[config.mk]
export PLATFORM = sky130hd
export DESIGN_NAME = fault_capture_array
export DESIGN_NICKNAME = d
export VERILOG_FILES = /design/src/rtl/fault_capture_array.sv
export SDC_FILE = /design/constraint.sdc
export NUM_CORES = 1
export LEC_CHECK = 0
export ABC_CLOCK_PERIOD_IN_PS = 2700
export BUFFER_PORTS_ARGS = -buffer_cell sky130_fd_sc_hd__buf_2
export CAP_MARGIN = 10
export CORE_UTILIZATION = 61
export CTS_CLUSTER_SIZE = 12
export DETAILED_ROUTE_END_ITERATION = 10
export PLACE_DENSITY = 0.8
export SYNTH_ARGS = -nofsm -noshare
export SYNTH_HDL_FRONTEND = slang
export SYNTH_SLANG_ARGS = --single-unit
[constraint.sdc]
create_clock -name clk -period 2.7 [get_ports clk]
set_clock_uncertainty 0.2 [all_clocks]
set_input_delay 0.405 -clock clk [delete_from_list [all_inputs] [get_ports clk]]
set_output_delay 0.405 -clock clk [all_outputs]
set_load 0.01 [all_outputs]
[src/rtl/fault_capture_array.sv]
// fault_capture_array: N-bit laser-target register with a protected golden
// shadow, per-bit debounced view, and an arm/fault FSM that detects,
// localises and counts bit upsets induced in the target during a shot.
module fault_capture_array #(
  parameter int unsigned N            = 8,
  parameter int unsigned DB_COUNT_MAX = 20000,
  parameter int unsigned DB_COUNT_N   = 15,
  parameter int unsigned CNT_W        = 8,
  parameter int unsigned IDX_W        = 3
) (
  input  logic             clk,
  input  logic             reset_n,
  input  logic             en,
  input  logic [N-1:0]     d,
  input  logic             arm,
  input  logic             clear,
  input  logic             mode_refresh,
  output logic [N-1:0]     q_db,
  output logic [1:0]       state,
  output logic             fault_any,
  output logic [N-1:0]     fault_map,
  output logic [CNT_W-1:0] fault_count,
  output logic [IDX_W-1:0] first_idx,
  output logic             first_valid
);

  localparam logic [CNT_W-1:0]      CNT_SAT = {CNT_W{1'b1}};
  localparam logic [DB_COUNT_N-1:0] DB_MAX  = DB_COUNT_N'(DB_COUNT_MAX);

  typedef enum logic [1:0] {
    S_IDLE    = 2'd0,
    S_ARMED   = 2'd1,
    S_FAULTED = 2'd2
  } state_t;

  state_t st_q, st_d;

  // Target and golden shadow must stay physically distinct registers.
  (* keep = "true" *) logic [N-1:0] q;
  (* keep = "true" *) logic [N-1:0] g;
  logic [N-1:0] q_nxt, g_nxt;

  logic [N-1:0] mm;
  logic         mm_any;
  logic         mm_prev;
  logic         active;
  logic         fault_event;

  logic [DB_COUNT_N-1:0] db_cnt [N];

  // Lowest set bit of a mismatch vector; 0 when the vector is empty.
  function automatic logic [IDX_W-1:0] lowest_idx(input logic [N-1:0] v);
    logic [IDX_W-1:0] idx;
    idx = '0;
    for (int i = int'(N) - 1; i >= 0; i--) begin
      if (v[i]) idx = IDX_W'(i);
    end
    return idx;
  endfunction

  assign mm          = q ^ g;
  assign mm_any      = |mm;
  assign active      = (st_q != S_IDLE);
  assign fault_event = active && mm_any && !mm_prev;
  assign state       = st_q;

  // FSM state register.
  always_ff @(posedge clk or negedge reset_n) begin
    if (!reset_n) st_q <= S_IDLE;
    else          st_q <= st_d;
  end

  // FSM next state; clear wins over everything else.
  always_comb begin
    st_d = st_q;
    if (clear) begin
      st_d = S_IDLE;
    end else begin
      case (st_q)
        S_IDLE:    if (arm) st_d = S_ARMED;
        S_ARMED:   if (fault_event) st_d = S_FAULTED;
        S_FAULTED: st_d = S_FAULTED;
        default:   st_d = S_IDLE;
      endcase
    end
  end

  // Target/shadow next value: load only in IDLE, optional heal once faulted.
  always_comb begin
    q_nxt = q;
    g_nxt = g;
    if (st_q == S_IDLE && en) begin
      q_nxt = d;
      g_nxt = d;
    end else if (st_q == S_FAULTED && mode_refresh && mm_any) begin
      q_nxt = g;
    end
  end

  // Target, shadow and previous-cycle mismatch flag.
  always_ff @(posedge clk or negedge reset_n) begin
    if (!reset_n) begin
      q       <= '0;
      g       <= '0;
      mm_prev <= 1'b0;
    end else begin
      q       <= q_nxt;
      g       <= g_nxt;
      mm_prev <= mm_any;
    end
  end

  // Sticky fault record: map, saturating event count, first-fault locator.
  always_ff @(posedge clk or negedge reset_n) begin
    if (!reset_n) begin
      fault_any   <= 1'b0;
      fault_map   <= '0;
      fault_count <= '0;
      first_idx   <= '0;
      first_valid <= 1'b0;
    end else if (clear) begin
      fault_any   <= 1'b0;
      fault_map   <= '0;
      fault_count <= '0;
      first_idx   <= '0;
      first_valid <= 1'b0;
    end else begin
      if (active) fault_map <= fault_map | mm;
      if (fault_event) begin
        fault_any <= 1'b1;
        if (fault_count != CNT_SAT) fault_count <= fault_count + CNT_W'(1);
        if (st_q == S_ARMED) begin
          first_idx   <= lowest_idx(mm);
          first_valid <= 1'b1;
        end
      end
    end
  end

  // Per-bit debounce: q_db follows q only after a persistent difference.
  always_ff @(posedge clk or negedge reset_n) begin
    if (!reset_n) begin
      q_db <= '0;
      for (int i = 0; i < int'(N); i++) db_cnt[i] <= '0;
    end else begin
      for (int i = 0; i < int'(N); i++) begin
        if (q[i] == q_db[i]) begin
          db_cnt[i] <= '0;
        end else if (db_cnt[i] == DB_MAX) begin
          q_db[i]   <= q[i];
          db_cnt[i] <= '0;
        end else begin
          db_cnt[i] <= db_cnt[i] + DB_COUNT_N'(1);
        end
      end
    end
  end

endmodule

# Word-level counts from Yosys, hierarchy flattened
# Cells that the tools add are included.
classes:
  reduce_logical: 25
  eq_ne: 21
  n_mux: 43
  bitwise: 10
  n_addsub: 9
ops:
  columns: ["op", "count"]
  rows:
  - ["$mux W15", 16]
  - ["$add A15 B1 Y15 const B", 8]
  - ["$eq A15 B15 Y1 const B", 8]
  - ["$mux W8", 7]
  - ["$mux W3", 11]
  - ["$reduce_and A2 Y1", 11]
  - ["$reduce_bool A2 Y1", 6]
  - ["$add A8 B1 Y8 const B", 1]
  - ["$eq A1 B1 Y1", 8]
  - ["$ne A8 B8 Y1 const B", 1]
  - ["$not A1 Y1", 8]
  - ["$or A8 B8 Y8", 1]
  - ["$reduce_or A8 Y1", 1]
  - ["$xor A8 B8 Y8", 1]
  - ["$mux W2", 3]
  - ["$ne A3 B3 Y1 const B", 2]
  - ["$pmux W2 S3", 1]
  - ["$logic_and A1 B1 Y1", 5]
  - ["$mux W1", 5]
  - ["$eq A2 B1 Y1 const B", 1]
  - ["$eq A2 B2 Y1 const B", 1]
  - ["$logic_not A2 Y1", 1]
  - ["$logic_not A1 Y1", 1]
word_totals:
  input_bits: 14
  wordCells: 133
  reg_bits: 168
  output_inout_bits: 31

# Logic depth before layout (Yosys ltp)
depth:
  depth_word: 12
  ltp_mapped: 8
  ltp_nobuf: 7

# Least setup slack after synthesis
# Ideal clock, no wire load.
synth_path:
  kind: "register -> register"
  start: "register q[3]"
  end: "register q[0]"
  stages_incl_launch_ff: 7
  period_less_slack_ns: 2.270
  arrival_time_ns: 1.945
  n_path_buf: 0
  slack_ns: 0.430
  t_required_ns: 2.375
  setup_time_ns: 0.125
  cell_sequence: "dfrtp_1 xor2_1 nor4_4 and2_4 inv_4 a32oi_4 mux2_2"
synth_between:
  elab_chain_cells: 4
synth_rtl:
  columns: ["item", "line_no", "text"]
  rows:
  - ["start, declared", "39", "(* keep = \"true\" *) logic [N-1:0] q;"]
  - ["start signal, assigned", "107", "q <= q_nxt;"]
  - ["$xor A8 B8 Y8", "61", "assign mm = q ^ g;"]
  - ["$reduce_or A8 Y1", "62", "assign mm_any = |mm;"]
  - ["via mm_any", "44", "logic mm_any;"]
  - ["$logic_and A1 B1 Y1", "95", "end else if (st_q == S_FAULTED && mode_refresh && mm_any) begin"]
  - ["$reduce_bool A2 Y1 (no source line)", null, null]
# The timed path passes the listed nets, and every way through them passes these cells.
# A chain may end at the register's enable or synchronous reset.

# Worst setup path in the final report
layout_path:
  start: "register q[3]"
  end: "register q[7]"
# The elaborated chain is that of the path after synthesis.

==> flow_summary.yaml <==
logic_synthesis:
  synth_top_area_cell: "dfrtp_1"
  avgSynthCellArea_um2: 10.3
  synth-edff-count: 0
  ys.flop_type: "dfrtp_1"
  ys_seq_elements: 168
  netlist_instances: 783
  syn_area_um2: 8030
  ys_top_cells_by_area: "dfrtp_1 (52%), xor2_1 (9.0%), nor2_1 (7.1%)"
  ys_seq_area_frac: 0.523
  yosysMostFrequentCell: "dfrtp_1"
  async_reset_ff_frac: 1.00
  ys_warn_count: 0
  synth_nets: 817
  synth_top_cell_area_share: 0.523
  synthTopCellsByCount: "dfrtp_1 (168), nor2_1 (151), xor2_1 (83)"
  yosysUniqueCellTypes: 40
floorplan:
  coreArea_um2: 12700
  start_util: 0.631
  die_w_um: 117
  dieArea_um2: 13600
  die_h_um: 117
  io_pins: 45
  rows: 41
sta:
  max_slew_margin: 0.596
  post-route-min-period_ps: 2460
  worst_pin_slew_ps: 606
  max_freq_ghz: 0.407
  setup_ws_ps: 244
  setup_violations: 0
  rsz0062_at_grt: "no"
  finalHoldViolCount: 0
  drv_slew: 0
  tns_ps: 0
  fin_crit_sh: 0.910
cells_and_area:
  nFillCells: 922
  multi_input_area_um2: 3660
  drive_gt1_frac: 0.143
  regArea_um2: 4200
  final_nets: 878
  n_antenna_cell: 0
  syn2layout_area_growth_pct: 13.0
run_status:
  status: "finished clean"
power_and_ir_drop:
  comb_power_share: 0.225
  p_leak_nw: 4.23
  switching_share: 0.328
  irDropWorstVdd_uv: 559
  clock_power_share: 0.321
  power_switching_mw: 2.30
  internal_power_mw: 4.72
  powerDensity_nw_per_um2: 774
  power.share.sequential: 0.454
global_route:
  grt_pass1_wl_mm: 27.2
  grt_max_degree: 66
  antenna_found_initial: 0
  top_usage_layer: "met2"
  use_met3: 0.0566
  grtUsageTotal: 0.261
  grtUsageMet2: 0.446
  gr-usage-met1: 0.331
  grt_pass1_vias: 5778
  overflow: 0
setup_path:
  critPathCaptureType: "flip-flop"
  r2r_slack_ps: 240
  setup.worst_path.start: "q[3]"
  worstSetupStartpointType: "flip-flop"
  path_max_fanout: 8
  r2r-end: "q[7]"
  worstPathArrival_ps: 2560
  r2r_start: "q[3]"
  crit_chain: "xor2_1 > nor4_4 > and2_4 > inv_4 > a32oi_4 > mux2_2"
  cpLargestDelayFamily: "simple AND/OR/NAND/NOR gates"
  path_class: "reg2reg"
  cp.required_ps: 2810
  cpPeakStageDelay_ps: 460
  critical-path-slowest-cell: "dfrtp_1"
  r2r_cells: 6
  cp.buffers_inverters: 1
route:
  vias_per_cell: 5.60
  drc: 0
  routed-via-count: 5759
  wl_mm: 16.1
  wl_per_cell_um: 15.7
  dr.pass1.iters: 4
  ant_nets: 0
  drt_iter0_markers: 456
clock_tree:
  cts_tree: "done"
  clockBufferDepth: 2
  clkLatencyLatePin_ps: 430
  clk_pin_slew_worst_paths_ps: 60
  cts_root_buffer: "clkbuf_16"
  htreeDepth: 4
  post_cts_resized: 0
  cts.sinks: 168
  numCtsBuffers: 17
  post-cts-setup-buffers: 0
min_path:
  min_path_cells: 2
  hold_start: "d[3]"
  holdCritPathClass: "in2reg"
  whs_endpoint: "g[3]"
run:
  max_cap_viol_count: 0
placement:
  globalplace.congestion: 0.857
  post-place-ws_ps: 277
  dp_hpwl_mm: 11.0
  portBuffers: 44
==> power by group through the flow <==
stage	sequential [mW]	clock, mW	combinational [mW]
3_5_place_dp	3.22	0	1.55
2_1_floorplan	3.15	0	1.09
6_report	3.19	2.25	1.58
4_1_cts	3.19	2.28	1.58
3_3_place_gp	3.19	0	1.48
5_1_grt	3.23	2.40	1.75
==> final cells by class <==
class,count,area share
multi-input cells,571,0.403
clock buffers,23,0.0559
flip-flops and latches,168,0.463
inverters,32,0.0135
repair buffers,54,0.0362
well taps,172,0.0237
clock inverters,8,0.00496
==> flip-flops by register name (all words and copies together), names as in the netlist <==
name and flops:
db_cnt 120, q 8, g 8, state 2, q_db 8, fault_count 8, fault_any 1, fault_map 8
first_valid 1, mm_prev 1, first_idx 3
==> cell families (layout without fill, tap and decap cells) <==
logic type,Yosys count,count (layout),share of synthesized area
and+or+nand+nor,367,367,0.224
DFF,168,168,0.523
xor gates and xnor gates,123,123,0.134
buffers and inverters,44,117,0.0215
AOI/OAI and AO/OA,33,33,0.0274
muxes,28,28,0.0389
adders and majority gates,20,20,0.0312
==> metrics by stage <==
stage	power, mW	hold slack (ps)	utilization	instance area, um^2	instances
floorplan	4.24	-90.6	-	8030	783
global route	7.38	27.4	0.714	9080	1028
finish	7.03	33.3	0.714	9080	1028
global placement	4.67	232	0.669	8520	996
detailed placement	4.77	241	0.669	8520	996
CTS	7.05	23.1	0.714	9080	1028
==> worst max path at each step <==
stage,to,depth (start not counted)
finish,q[7],6
global route,db_cnt[49],5
CTS,q[7],6
detailed placement,q[3],6
global placement,q[0],6
floorplan,q[0],6
==> per-layer routing <==
metal,vias up,part of all wire,wire (um)
met2,92,0.51,8220
met4,0,0.012,197
met5,-,0,0
met3,16,0.035,560
met1,2869,0.44,7160
li1,2782,-,-
==> timing repair <==
item	4_1_cts	5_1_grt
hold endpoints to repair	62	0
setup endpoints to repair	0	0
hold buffers	1	0
==> cells in the final DEF (no fill, tap or decap), types with 7 or more instances in the layout <==
cell / instances
nand3_1: 54
nor2_1: 151
ha_1: 20
buf_4: 7
inv_1: 30
clkbuf_16: 17
nand4_1: 30
buf_2: 43
xnor2_1: 40
mux2_2: 26
nor4_1: 10
dfrtp_1: 168
and3_1: 27
nor4b_1: 8
xor2_1: 83
a21oi_1: 17
nor3_1: 20
nand2_1: 42
No activity file was read; power rests on OpenSTA's default activity.
